### config.mk
export PLATFORM = sky130hd
export DESIGN_NAME = l0_act_loader_flat
export DESIGN_NICKNAME = d
export VERILOG_FILES = /design/src/rtl/l0_act_loader_if.sv /design/src/rtl/l0_act_loader.sv /design/src/flat_wrapper.sv
export SDC_FILE = /design/constraint.sdc
export NUM_CORES = 1
export LEC_CHECK = 0
export BUFFER_PORTS_ARGS = -buffer_cell sky130_fd_sc_hd__buf_2
export CORE_MARGIN = 2
export CORE_UTILIZATION = 40
export CTS_BUF_LIST = sky130_fd_sc_hd__clkbuf_4 sky130_fd_sc_hd__clkbuf_8 sky130_fd_sc_hd__clkbuf_16
export DETAILED_ROUTE_END_ITERATION = 6
export HOLD_SLACK_MARGIN = 0.05
export PLACE_DENSITY = 0.68
export SYNTH_ARGS = -nofsm -noshare
export SYNTH_HDL_FRONTEND = slang
export SYNTH_SLANG_ARGS = --single-unit
### constraint.sdc
create_clock -name clk -period 3.8 [get_ports clk]
set_input_delay 0.38 -clock clk [delete_from_list [all_inputs] [get_ports clk]]
set_output_delay 0.38 -clock clk [all_outputs]
set_load 0.005 [all_outputs]
### src/rtl/l0_act_loader_if.sv
// l0_act_loader_if
//   Bundles the activation-SRAM read port and the L0 row-buffer port seen by
//   l0_act_loader.
//   master : the loader (drives SRAM controls and L0 strobes/data)
//   slave  : the SRAM/L0 side (returns read data and L0 full)
//   Signals: sram_cen, sram_wen, sram_addr, sram_q, l0_in, l0_wr, l0_full, l0_rd
interface l0_act_loader_if #(
    parameter int row    = 8,
    parameter int bw     = 4,
    parameter int addr_w = 11
);
    logic                  sram_cen;
    logic                  sram_wen;
    logic [addr_w-1:0]     sram_addr;
    logic [row*bw-1:0]     sram_q;
    logic [row*bw-1:0]     l0_in;
    logic                  l0_wr;
    logic                  l0_full;
    logic                  l0_rd;

    modport master (
        output sram_cen, sram_wen, sram_addr, l0_in, l0_wr, l0_rd,
        input  sram_q, l0_full
    );

    modport slave (
        input  sram_cen, sram_wen, sram_addr, l0_in, l0_wr, l0_rd,
        output sram_q, l0_full
    );
endinterface

### src/rtl/l0_act_loader.sv
// l0_act_loader
//   Fetches len consecutive activation words from SRAM into the L0 row buffer
//   (stalling on L0 full), then issues len L0 read requests and waits out the
//   L0 per-row read stagger before pulsing done.
// Ports
//   clk, reset        clock; synchronous active-high reset
//   start             one-cycle request, sampled only in IDLE
//   base_addr, len    first SRAM address and vector count, sampled with start
//   busy              high in every non-IDLE state
//   done              one-cycle pulse at end of operation
//   bus (master)      SRAM read port and L0 write/read port
// Configuration
//   L0_LOADER_OVERLAP_EN : when defined, L0 reads start while the fetch is still
//   running (one read per committed write); otherwise strict load-then-drain.
//
// state | meaning
// ------+-----------------------------------------------------------
// IDLE  | waiting for start
// FETCH | reading SRAM and writing L0 (also reading L0 when overlapped)
// DRAIN | issuing the len L0 read requests
// WAIT  | row cycles for the L0 row stagger to play out
// DONE  | one-cycle done pulse
module l0_act_loader #(
    parameter int row    = 8,
    parameter int bw     = 4,
    parameter int addr_w = 11,
    parameter int len_w  = 7
) (
    input  logic              clk,
    input  logic              reset,
    input  logic              start,
    input  logic [addr_w-1:0] base_addr,
    input  logic [len_w-1:0]  len,
    output logic              busy,
    output logic              done,
    l0_act_loader_if.master   bus
);
    localparam int wait_w = $clog2(row + 1);

    typedef enum logic [2:0] {IDLE, FETCH, DRAIN, WAIT, DONE} state_t;

    state_t            state_q, state_d;
    logic [addr_w-1:0] base_r;
    logic [len_w-1:0]  len_r;
    logic [len_w-1:0]  issued;
    logic [len_w-1:0]  wr_count;
    logic [len_w-1:0]  rd_count;
    logic [wait_w-1:0] wait_cnt;
    logic              q_vld;

    // Registered cen leaves two words in flight when L0 goes full, so the
    // skid holds up to two; new reads are only issued with the skid empty.
    logic [1:0]        skid_cnt;
    logic [row*bw-1:0] skid0, skid1;
    logic [1:0]        skid_cnt_pop;
    logic              skid_pop, skid_push;

    logic              issue;
    logic [addr_w-1:0] issue_addr;

    assign bus.sram_wen = 1'b1;

    always_comb begin
        issue      = 1'b0;
        issue_addr = base_r + addr_w'(issued);
        if (state_q == IDLE) begin
            issue      = start && (len != '0) && !bus.l0_full;
            issue_addr = base_addr;
        end else if (state_q == FETCH) begin
            issue = (issued < len_r) && !bus.l0_full && (skid_cnt == 2'd0);
        end
    end

    // Skid words are older than the word on sram_q, so they go first.
    always_comb begin
        bus.l0_wr = 1'b0;
        bus.l0_in = '0;
        if (!bus.l0_full) begin
            if (skid_cnt != 2'd0) begin
                bus.l0_wr = 1'b1;
                bus.l0_in = skid0;
            end else if (q_vld) begin
                bus.l0_wr = 1'b1;
                bus.l0_in = bus.sram_q;
            end
        end
    end

    assign skid_pop     = bus.l0_wr && (skid_cnt != 2'd0);
    assign skid_push    = q_vld && !(bus.l0_wr && (skid_cnt == 2'd0));
    assign skid_cnt_pop = skid_cnt - {1'b0, skid_pop};

    always_comb begin
        state_d    = state_q;
        bus.l0_rd  = 1'b0;
        busy       = (state_q != IDLE);
        done       = 1'b0;
        case (state_q)
            IDLE: begin
                if (start) state_d = (len == '0) ? DONE : FETCH;
            end
            FETCH: begin
`ifdef L0_LOADER_OVERLAP_EN
                bus.l0_rd = (rd_count < wr_count) && (rd_count < len_r);
                if (rd_count + len_w'(bus.l0_rd) == len_r) state_d = WAIT;
`else
                if (wr_count + len_w'(bus.l0_wr) == len_r) state_d = DRAIN;
`endif
            end
            DRAIN: begin
                bus.l0_rd = 1'b1;
                if (rd_count == len_r - len_w'(1)) state_d = WAIT;
            end
            WAIT: begin
                if (wait_cnt == '0) state_d = DONE;
            end
            DONE: begin
                done    = 1'b1;
                state_d = IDLE;
            end
            default: state_d = IDLE;
        endcase
    end

    always_ff @(posedge clk) begin
        if (reset) begin
            state_q       <= IDLE;
            bus.sram_cen  <= 1'b1;
            bus.sram_addr <= '0;
            q_vld         <= 1'b0;
            base_r        <= '0;
            len_r         <= '0;
            issued        <= '0;
            wr_count      <= '0;
            rd_count      <= '0;
            wait_cnt      <= '0;
            skid_cnt      <= 2'd0;
            skid0         <= '0;
            skid1         <= '0;
        end else begin
            state_q      <= state_d;
            bus.sram_cen <= !issue;
            if (issue) bus.sram_addr <= issue_addr;
            q_vld <= !bus.sram_cen;

            if (state_q == IDLE) begin
                if (start) begin
                    base_r <= base_addr;
                    len_r  <= len;
                end
                issued   <= len_w'(issue);
                wr_count <= '0;
                rd_count <= '0;
            end else begin
                issued   <= issued + len_w'(issue);
                wr_count <= wr_count + len_w'(bus.l0_wr);
                rd_count <= rd_count + len_w'(bus.l0_rd);
            end

            // Down-counter: loaded outside WAIT, terminal count 0 ends WAIT.
            if (state_q != WAIT) wait_cnt <= wait_w'(row - 1);
            else if (wait_cnt != '0) wait_cnt <= wait_cnt - wait_w'(1);

            if (skid_pop) skid0 <= skid1;
            if (skid_push) begin
                if (skid_cnt_pop == 2'd0) skid0 <= bus.sram_q;
                else                      skid1 <= bus.sram_q;
            end
            skid_cnt <= skid_cnt_pop + {1'b0, skid_push};
        end
    end
endmodule

### src/flat_wrapper.sv
// flat-port wrapper written by rule: the top's interface ports become plain ports
module l0_act_loader_flat 
#(
    parameter int row    = 8,
    parameter int bw     = 4,
    parameter int addr_w = 11,
    parameter int len_w  = 7
)
  (clk, reset, start, base_addr, len, busy, done, bus_sram_cen, bus_sram_wen, bus_sram_addr, bus_l0_in, bus_l0_wr, bus_l0_rd, bus_sram_q, bus_l0_full);
  l0_act_loader_if #(.row(row), .bw(bw), .addr_w(addr_w)) bus_i ();
  input  logic clk;
  input  logic reset;
  input  logic start;
  input  logic [addr_w-1:0] base_addr;
  input  logic [len_w-1:0] len;
  output logic busy;
  output logic done;
  output wire logic [$bits(bus_i.sram_cen)-1:0] bus_sram_cen;
  output wire logic [$bits(bus_i.sram_wen)-1:0] bus_sram_wen;
  output wire logic [$bits(bus_i.sram_addr)-1:0] bus_sram_addr;
  output wire logic [$bits(bus_i.l0_in)-1:0] bus_l0_in;
  output wire logic [$bits(bus_i.l0_wr)-1:0] bus_l0_wr;
  output wire logic [$bits(bus_i.l0_rd)-1:0] bus_l0_rd;
  input wire logic [$bits(bus_i.sram_q)-1:0] bus_sram_q;
  input wire logic [$bits(bus_i.l0_full)-1:0] bus_l0_full;
  assign bus_sram_cen = bus_i.sram_cen;
  assign bus_sram_wen = bus_i.sram_wen;
  assign bus_sram_addr = bus_i.sram_addr;
  assign bus_l0_in = bus_i.l0_in;
  assign bus_l0_wr = bus_i.l0_wr;
  assign bus_l0_rd = bus_i.l0_rd;
  assign bus_i.sram_q = bus_sram_q;
  assign bus_i.l0_full = bus_l0_full;
  l0_act_loader #(.row(row), .bw(bw), .addr_w(addr_w), .len_w(len_w)) u_core (.clk(clk), .reset(reset), .start(start), .base_addr(base_addr), .len(len), .busy(busy), .done(done), .bus(bus_i));
endmodule
==> results_dict.tcl, run 1 <==
set metrics [dict create \
    status "complete, no violations" \
    max-slew-margin-rel_pct 41.5 \
    maxSlewViolCount 0 \
    ioPinCount 103 \
    post-route-period-util_pct 66.2 \
    cts_tree "yes" \
    hold_depth 3 \
    postRouteAntennaNets 0 \
    setup_slack_ns 1.29 \
    drive_gt1_share_pct 18.2 \
    cts.sinks 125 \
    cts-root-buf "clkbuf_16" \
    finalCriticalPeriod_ns 2.51 \
    power_mw 4.21 \
    crit_arrival_ns 2.80 \
    synth-seq-cells 125 \
    tns_ns 0 \
    placed_cell_area_sq_um 6880 \
    viasPerCell 5.15 \
    critPathMaxFanout 13 \
    hp-class "input pin to flip-flop" \
    drt_iter0_drc 458 \
    drt_first_pass_iters 7 \
    synth_edf_count 0 \
    rr_worst_depth 12 \
    multi_input_area_sq_um 3460 \
    yosysWarnings 0 \
    maxCapViolations 0 \
    rsz0062_at_grt "false" \
    gp_congestion 0.875 \
    grt_use_total_pct 19.1 \
    diodes 0 \
    clk_path_buf_depth 2 \
    stdcell_area_sq_um 7510 \
    drc 0 \
    die_x_um 129 \
    synth.distinct_cells 59 \
    grt_overflow_total 0 \
    final-hold-violation-count 0 \
    start_util_pct 40.9 \
    leakage_nw 3.02 \
    grt_max_degree 67 \
    yosysTopAreaCell "dfxtp_1" \
    r2r_end "u_core.issued[4]" \
    r2r_slack_ns 1.29 \
    grt_pass1_vias 5036 \
    synth.net_count 818 \
    grt_pass1_wl_um 25100 \
    async_reset_ff_share_pct 0 \
    placementRows 45 \
    wire_per_inst_um 14.7 \
    yosysTopAreaCellShare_pct 40.1 \
    hpwlAfterDp_um 10500 \
    fin_nets 899 \
    dieArea_sq_um 16600 \
    skew_ns 0.00909 \
    fillers 1474 \
    cts-resized-gates 0 \
    numCtsBuffers 17 \
    power_density_nw_per_um2 560 \
    vias 5381 \
    startpoint "u_core.len_r[3]" \
    die_h_um 129 \
    cts_setup_buffers 0 \
    core-area_sq_um 15300 \
    wl_um 15400 \
    yosysMostFrequentCell "dfxtp_1" \
    ys_seq_area_share_pct 40.1 \
    syn_inst 739 \
    clk_latency_ns 0.42 \
    fmaxAchievable_ghz 0.398 \
    area_delta_synth_final_pct 20.2 \
    pre_cts_ws_ns 1.15 \
    syn_avg_cell_area_sq_um 8.45 \
    ys_top_cells_by_count "dfxtp_1, nand2_1, nor2_1" \
    start_kind "flip-flop" \
    ys.flop_type "dfxtp_1" \
    end_kind "flip-flop" \
    hold_buffers 0 \
    cts_max_level 4 \
    syn_area_sq_um 6250 \
    numPortBuffers 101 \
    ys_top_cells_by_area "dfxtp_1, nand2_1, mux2i_1" \
    setup_viol 0 \
    worst-setup-path-type "flip-flop to flip-flop" \
    regToRegStartpoint "u_core.len_r[3]" \
    worstHoldEndpoint "u_core.base_r[1]" \
    min_from "base_addr[1]" \
    worst_slew_pin_slew_ns 0.878 \
    clk_pin_slew_ns 0.06 \
    worstPathRequired_ns 4.08 \
    regArea_sq_um 2500 \
    antenna_found_initial 0 \
    vdd_drop_max_uv 420 \
]
-- worst max-delay path by stage --
stage | end | cells past startpoint
floorplan | u_core.issued[6] | 13
global placement | u_core.issued[6] | 12
finish | u_core.issued[4] | 12
CTS | u_core.state_q[0] | 10
global route | u_core.issued[4] | 12
detailed placement | u_core.issued[6] | 12
-- routing by layer --
| layer | part of all wire [%] | routed length [um] | vias up | track usage [%] |
|---|---|---|---|---|
| met5 | 0 | 0 | - | 0 |
| met4 | 1.2 | 182 | 0 | 4.86 |
| met3 | 6.0 | 927 | 20 | 5.07 |
| met2 | 46 | 7160 | 149 | 31.1 |
| met1 | 46 | 7130 | 2454 | 25.2 |
| li1 | - | - | 2758 | - |
-- per-stage QoR --
step,utilization (%),cells,hold slack (ns)
after CTS,49.2,1044,0.197
after detailed placement,45.1,1012,0.400
final,49.2,1044,0.208
after floorplan,-,739,0.401
after global placement,45.1,1012,0.400
after global routing,49.2,1044,0.204
-- cell families after synthesis --
kind of cell             count (synthesis)  share of synthesized area [%]
flip-flops                             125                           40.1
other                                    1                         0.0600
AND/OR/NAND/NOR                        264                           19.0
multiplexers                            36                           5.79
AO/OA/AOI/OAI                          179                           19.6
XOR/XNOR                                39                           5.69
adder cells (fa/ha/maj)                 25                           5.13
buffers and inverters                   70                           4.69
-- power breakdown --
group | switching (mW) | internal (mW) | leakage [nW]
registers | 0.0940 | 1.45 | 1.02
clock network | 0.584 | 1.13 | 0.305
logic | 0.567 | 0.385 | 1.70
total | 1.24 | 2.96 | 3.02
-- registers in the layout, indices dropped and copies added (netlist names) --
name / flops
u_core.skid0: 32
u_core.skid1: 32
u_core.base_r: 11
u_core.bus.sram_addr: 11
u_core.issued: 7
u_core.len_r: 7
u_core.rd_count: 7
u_core.wr_count: 7
u_core.wait_cnt: 4
u_core.state_q: 3
u_core.skid_cnt: 2
u_core.bus.sram_cen: 1
u_core.q_vld: 1
-- final cells by class --
| class | instances | share of cell area (%) |
|---|---|---|
| multi-input cells | 544 | 46.1 |
| clock buffers | 20 | 6.13 |
| well taps | 211 | 3.52 |
| flip-flops and latches | 125 | 33.3 |
| clock inverters | 12 | 2.23 |
| inverters | 23 | 1.15 |
| repair buffers | 109 | 7.56 |
-- placed cells by master (no fill, tap or decap), types with 3 or more instances in the layout --
cell        Yosys  final
a21oi_1        65     65
xor2_1         16     16
o21a_1          4      4
a311oi_1        3      3
inv_1          22     22
nand2_1       119    119
a22o_1         33     33
a211oi_1       36     36
nor2_1         68     66
and3_1          6      6
nand2b_1        5      5
a31oi_1         3      3
nand3_1        16     16
buf_2           9    100
bufinv_16       0      4
nor2b_1         8      8
nor4_1          3      3
nor3b_1         3      3
o21ai_0        12     12
ha_1           24     24
and2_1          9      9
nor3_1         12     12
a211o_1         5      5
dfxtp_1       125    125
nand4_1         4      4
clkinv_2        0      5
mux2i_1        35     35
clkinvlp_4      0      3
clkbuf_16       0     17
buf_4           1      9
xnor2_1        22     22
-- critical path, cell delays in order, from the launching register on --
cell and delay [ns]:
dfxtp_1 0.49, inv_1 0.08, ha_1 0.28, nand4_1 0.09, a211o_1 0.27, a31oi_2 0.13
buf_4 0.20, inv_1 0.10, ha_1 0.22, ha_1 0.22, nand3_1 0.10, xor2_1 0.14
nor2_1 0.05
Power figures use the tool's default switching activity.
==> run 2: changes to the inputs <==
--- a/config.mk
+++ b/config.mk
@@ -11,7 +11,7 @@
 export CTS_BUF_LIST = sky130_fd_sc_hd__clkbuf_4 sky130_fd_sc_hd__clkbuf_8 sky130_fd_sc_hd__clkbuf_16
 export DETAILED_ROUTE_END_ITERATION = 6
 export HOLD_SLACK_MARGIN = 0.05
-export PLACE_DENSITY = 0.68
+export PLACE_DENSITY = 0.7
 export SYNTH_ARGS = -nofsm -noshare
 export SYNTH_HDL_FRONTEND = slang
 export SYNTH_SLANG_ARGS = --single-unit
==> constraint.sdc (replaced) <==
create_clock -name clk -period 2.2 [get_ports clk]
set_input_delay 0.22 -clock clk [delete_from_list [all_inputs] [get_ports clk]]
set_output_delay 0.22 -clock clk [all_outputs]
set_load 0.005 [all_outputs]
==> results_dict.tcl, run 2 (synthesized netlist as in run 1, its figures left out) <==
set metrics [dict create \
    die_h_um 129 \
    regToRegStartpoint "u_core.q_vld" \
    hpwlAfterDp_um 10500 \
    start_util_pct 40.9 \
    layout_commonest_cell "dfxtp_1" \
    rr_worst_depth 11 \
    startpoint "u_core.skid_cnt[1]" \
    end_kind "output pin" \
    worst-setup-path-type "flip-flop to output pin" \
    drt_first_pass_iters 5 \
    crit_arrival_ns 1.93 \
    placementRows 45 \
    rsz0062_at_grt "true" \
    grt_overflow_total 0 \
    cpMostUsedCell "buf_6" \
    vias 5711 \
    setup_viol 0 \
    crit_family "simple AND/OR/NAND/NOR gates" \
    endpoint "bus_l0_in[10]" \
    critical-path-max-stage-delay_ns 0.41 \
    drive_gt1_share_pct 24.5 \
    hold_depth 3 \
    maxSlewViolCount 0 \
    grt_max_degree 84 \
    dp.cells 1043 \
    holdWs_ns 0.0615 \
    gp_congestion 0.904 \
    crit_path_cell_trace "buf_6 > or3_4 > nor2_4 > buf_12 > buf_6 > a22o_1 > buf_2" \
    postRouteAntennaNets 0 \
    numPortBuffers 101 \
    fmaxAchievable_ghz 0.465 \
    leakage_nw 3.29 \
    maxCapViolations 0 \
    start_kind "flip-flop" \
    cpMaxStageDelayCell "or3_4" \
    grt_pass1_vias 5462 \
    worst_slew_pin_slew_ns 0.682 \
    viasPerCell 5.20 \
    cp_num_cells 7 \
    die_x_um 129 \
    instances_no_fill 1098 \
    use_met2_pct 33.2 \
    clk_latency_ns 0.42 \
    min_from "bus_sram_q[21]" \
    numCtsBuffers 17 \
    post-route-period-util_pct 97.7 \
    core-area_sq_um 15300 \
    cts_tree "yes" \
    cts-root-buf "clkbuf_16" \
    placed_cell_area_sq_um 7210 \
    fin_util_pct 53.7 \
    gr-usage-met1_pct 25.5 \
    regArea_sq_um 2510 \
    worstPathRequired_ns 1.98 \
    multi_input_area_sq_um 3630 \
    power_density_nw_per_um2 894 \
    hp-class "input pin to flip-flop" \
    clk_pin_slew_ns 0.06 \
    ioPinCount 103 \
    wl_um 16200 \
    r2r_slack_ns 0.05 \
    grt_util_met3_pct 5.07 \
    fillers 1392 \
    stdcell_area_sq_um 8200 \
    drc 0 \
    area_delta_synth_final_pct 31.2 \
    r2r_end "u_core.state_q[1]" \
    dieArea_sq_um 16600 \
    biggestRegsByFlops "u_core.skid0 x32, u_core.skid1 x32" \
    path_buf_inv 4 \
    antenna_found_initial 0 \
    drt_iter0_drc 290 \
    fin_nets 953 \
    max-slew-margin-rel_pct 54.4 \
    clk_path_buf_depth 2 \
    finalCriticalPeriod_ns 2.15 \
    grt_pass1_wl_um 26400 \
    vdd_drop_max_uv 617 \
    wire_per_inst_um 14.8 \
    final_cell_mix "dfxtp_1, nand2_1, buf_2, nor2_1, a21oi_1" \
    diodes 0 \
    cts.sinks 125 \
    cts_max_level 4 \
    busiest_layer "met2" \
    grt_use_total_pct 19.9 \
    tns_ns 0 \
    skew_ns 0.00661 \
    status "complete, no violations" \
    critPathMaxFanout 8 \
    final-hold-violation-count 0 \
]
-- run 2: cell count changes in the layout (fill, tap and decap cells not counted), sizes merged --
cell,before,now
bufinv,4,2
dlygate4sd3,0,17
inv,23,24
clkinvlp,3,5
buf,109,144
clkinv,5,7
clkbuf,20,19
-- run 2: worst min-delay path by stage --
stage	to	slack (ns)
floorplan	u_core.len_r[4]	0.35
global placement	u_core.q_vld	0.42
detailed placement	u_core.q_vld	0.43
CTS	u_core.skid1[28]	0.05
global route	u_core.len_r[4]	0.06
finish	u_core.skid1[21]	0.06
-- run 2: area by class of cell --
cell class,instances,area share (%)
clock buffer,17,5.19
clock inverter,15,1.82
inverter,23,1.05
multi-input combinational,544,44.2
sequential,125,30.6
tap,211,3.22
timing repair buffer,163,13.9
-- run 2: metrics by stage --
stage / worst slack, ns / power, mW
finish: 0.0500 / 7.33
global route: -0.0413 / 7.74
CTS: -0.0152 / 7.28
detailed placement: -0.0473 / 4.52
global placement: 0.00231 / 4.49
floorplan: -0.0214 / 3.90
-- run 2: worst register-to-register path, cell delays in order, from the launching register on --
cell and delay, ns:
dfxtp_1 0.34, inv_2 0.06, a21oi_2 0.16, ha_2 0.22, buf_4 0.12, nand3_2 0.11
xnor2_2 0.17, a2111oi_2 0.28, nand4_1 0.19, buf_4 0.18, a2bb2oi_1 0.12, nor3_1 0.13
-- run 2: repair_timing --
item / CTS / global route
gates cloned: 0 / 3
hold endpoints to repair: 16 / 1
endpoints found under the setup margin: 7 / 35
pin swaps: 2 / 17
resized for setup: 6 / 26
hold buffers: 16 / 1
setup buffers: 0 / 3
-- run 2: where the power goes --
part | switching (mW) | internal [mW]
registers | 0.145 | 2.50
clock network | 1.06 | 1.66
logic | 1.08 | 0.886
total | 2.29 | 5.05
-- run 2: metal layers --
| layer | part of all wire, % | up-vias |
|---|---|---|
| met3 | 5.2 | 20 |
| met1 | 46 | 2675 |
| met5 | 0 | - |
| met4 | 1.6 | 0 |
| li1 | - | 2869 |
| met2 | 48 | 147 |
==> run 3: changes to the inputs <==
--- a/config.mk
+++ b/config.mk
@@ -12,6 +12,7 @@
 export DETAILED_ROUTE_END_ITERATION = 6
 export HOLD_SLACK_MARGIN = 0.05
 export PLACE_DENSITY = 0.7
+export SETUP_SLACK_MARGIN = 0.1
 export SYNTH_ARGS = -nofsm -noshare
 export SYNTH_HDL_FRONTEND = slang
 export SYNTH_SLANG_ARGS = --single-unit
==> results_dict.tcl, run 3 (synthesized netlist as in run 1, its figures left out) <==
set metrics [dict create \
    cts.sinks 125 \
    start_util_pct 40.9 \
    area_delta_synth_final_pct 31.2 \
    fin_util_pct 53.7 \
    cts_max_level 4 \
    vdd_drop_max_uv 595 \
    final_cell_mix "nand2_1, dfxtp_1, buf_2, nor2_1, a21oi_1" \
    grt_pass1_vias 5247 \
    maxSlewViolCount 0 \
    numPortBuffers 101 \
    endpoint "u_core.state_q[1]" \
    hp-class "input pin to flip-flop" \
    regToRegStartpoint "u_core.skid_cnt[1]" \
    viasPerCell 5.15 \
    wire_per_inst_um 15.1 \
    finalCriticalPeriod_ns 2.25 \
    fmaxAchievable_ghz 0.445 \
    max-slew-margin-rel_pct 56.3 \
    status "finished, violations left" \
    clk_latency_ns 0.41 \
    worst-setup-path-type "flip-flop to flip-flop" \
    drive_gt1_share_pct 27.1 \
    drt_iter0_drc 300 \
    post-route-period-util_pct 102 \
    placementRows 45 \
    setup_slack_ns -0.0467 \
    postRouteAntennaNets 0 \
    skew_ns 0.00826 \
    grt_overflow_total 0 \
    antenna_found_initial 0 \
    rsz0062_at_grt "true" \
    layout_commonest_cell "nand2_1" \
    fin_nets 940 \
    holdWs_ns 0.0663 \
    wl_um 16400 \
    cts-root-buf "clkbuf_16" \
    cts_tree "yes" \
    biggestRegsByFlops "u_core.skid0 x32, u_core.skid1 x32" \
    r2r_slack_ns -0.05 \
    drt_first_pass_iters 4 \
    setup_viol 1 \
    rr_worst_depth 11 \
    diodes 0 \
    power_density_nw_per_um2 952 \
    vias 5592 \
    ioPinCount 103 \
    worstPathRequired_ns 2.52 \
    critPathMaxFanout 3 \
    maxCapViolations 0 \
    grt_max_degree 65 \
    final-hold-violation-count 0 \
    start_kind "flip-flop" \
    die_h_um 129 \
    r2r_end "u_core.state_q[1]" \
    worst_slew_pin_slew_ns 0.654 \
    crit_arrival_ns 2.57 \
    die_x_um 129 \
    violations "setup timing" \
    fillers 1397 \
    startpoint "u_core.skid_cnt[1]" \
    leakage_nw 3.28 \
    hpwlAfterDp_um 10800 \
    numCtsBuffers 17 \
    clk_path_buf_depth 2 \
    core-area_sq_um 15300 \
    gp_congestion 0.887 \
    grt_pass1_wl_um 25600 \
    drc 0 \
    clk_pin_slew_ns 0.05 \
    grt_use_total_pct 19.5 \
    dieArea_sq_um 16600 \
    end_kind "flip-flop" \
]
==> run 3: report_power, final <==
part	total (mW)	switching (mW)	internal (mW)
clock	3.08	1.01	2.07
sequential	2.66	0.153	2.51
combinational	2.05	1.13	0.926
==> run 3: layout make-up <==
type | instances | area (sq um) | area share, %
Multi-Input combinational cell | 544 | 3710 | 45.3
Clock inverter | 11 | 190 | 2.32
Sequential cell | 125 | 2520 | 30.7
Clock buffer | 21 | 462 | 5.63
Tap cell | 211 | 264 | 3.22
Inverter | 23 | 88.8 | 1.08
Timing Repair Buffer | 150 | 961 | 11.7
==> run 3: critical path: stages, from the launching register on <==
cell and delay [ns]:
dfxtp_4 0.37, nor2_4 0.04, a21oi_2 0.16, ha_2 0.24, ha_4 0.22, xnor2_2 0.14, o211ai_1 0.12, a2111oi_2 0.24
nand4_1 0.19, buf_4 0.18, a2bb2oi_2 0.12, nor3_1 0.14
==> run 3: worst min-delay path by stage <==
stage / startpoint / end / slack, ns / cells past startpoint
finish: base_addr[2] / u_core.base_r[2] / 0.07 / 3
global route: bus_sram_q[6] / u_core.skid1[6] / 0.06 / 3
CTS: bus_sram_q[11] / u_core.skid1[11] / 0.05 / 3
detailed placement: u_core.bus.sram_cen / u_core.q_vld / 0.44 / 1
global placement: u_core.bus.sram_cen / u_core.q_vld / 0.44 / 1
floorplan: len[3] / u_core.len_r[3] / 0.35 / 2
==> run 3: what timing repair did <==
action / CTS / global route
endpoints found under the setup margin: 13 / 76
hold endpoints to repair: 2 / 0
cloned: 0 / 1
gates resized for setup: 13 / 30
pin swaps: 12 / 16
buffers inserted: 3 / 7
hold buffers: 2 / 0
==> run 3: stage by stage <==
| stage | power (mW) | std cells | setup TNS, ns | area (sq um) | setup WS, ns |
|---|---|---|---|---|---|
| after global routing | 8.17 | 1085 | -1.55 | 8190 | -0.197 |
| after detailed placement | 4.51 | 1040 | -0.0860 | 7210 | -0.0860 |
| final | 7.80 | 1085 | -0.0467 | 8190 | -0.0467 |
| after floorplan | 3.91 | 739 | 0 | 6320 | 0.0358 |
| after global placement | 4.48 | 1040 | 0 | 7210 | 0.000226 |
| after CTS | 7.68 | 1077 | 0 | 7980 | 0.0339 |
==> run 3: routing by layer <==
metal | routed length [um] | up-vias | part of all wire (%) | track usage [%]
met5 | 0 | - | 0 | 0
met4 | 282 | 0 | 1.7 | 8.25
met3 | 609 | 22 | 3.7 | 4.07
met2 | 7850 | 129 | 48 | 32.5
met1 | 7700 | 2601 | 47 | 24.4
li1 | - | 2840 | - | -
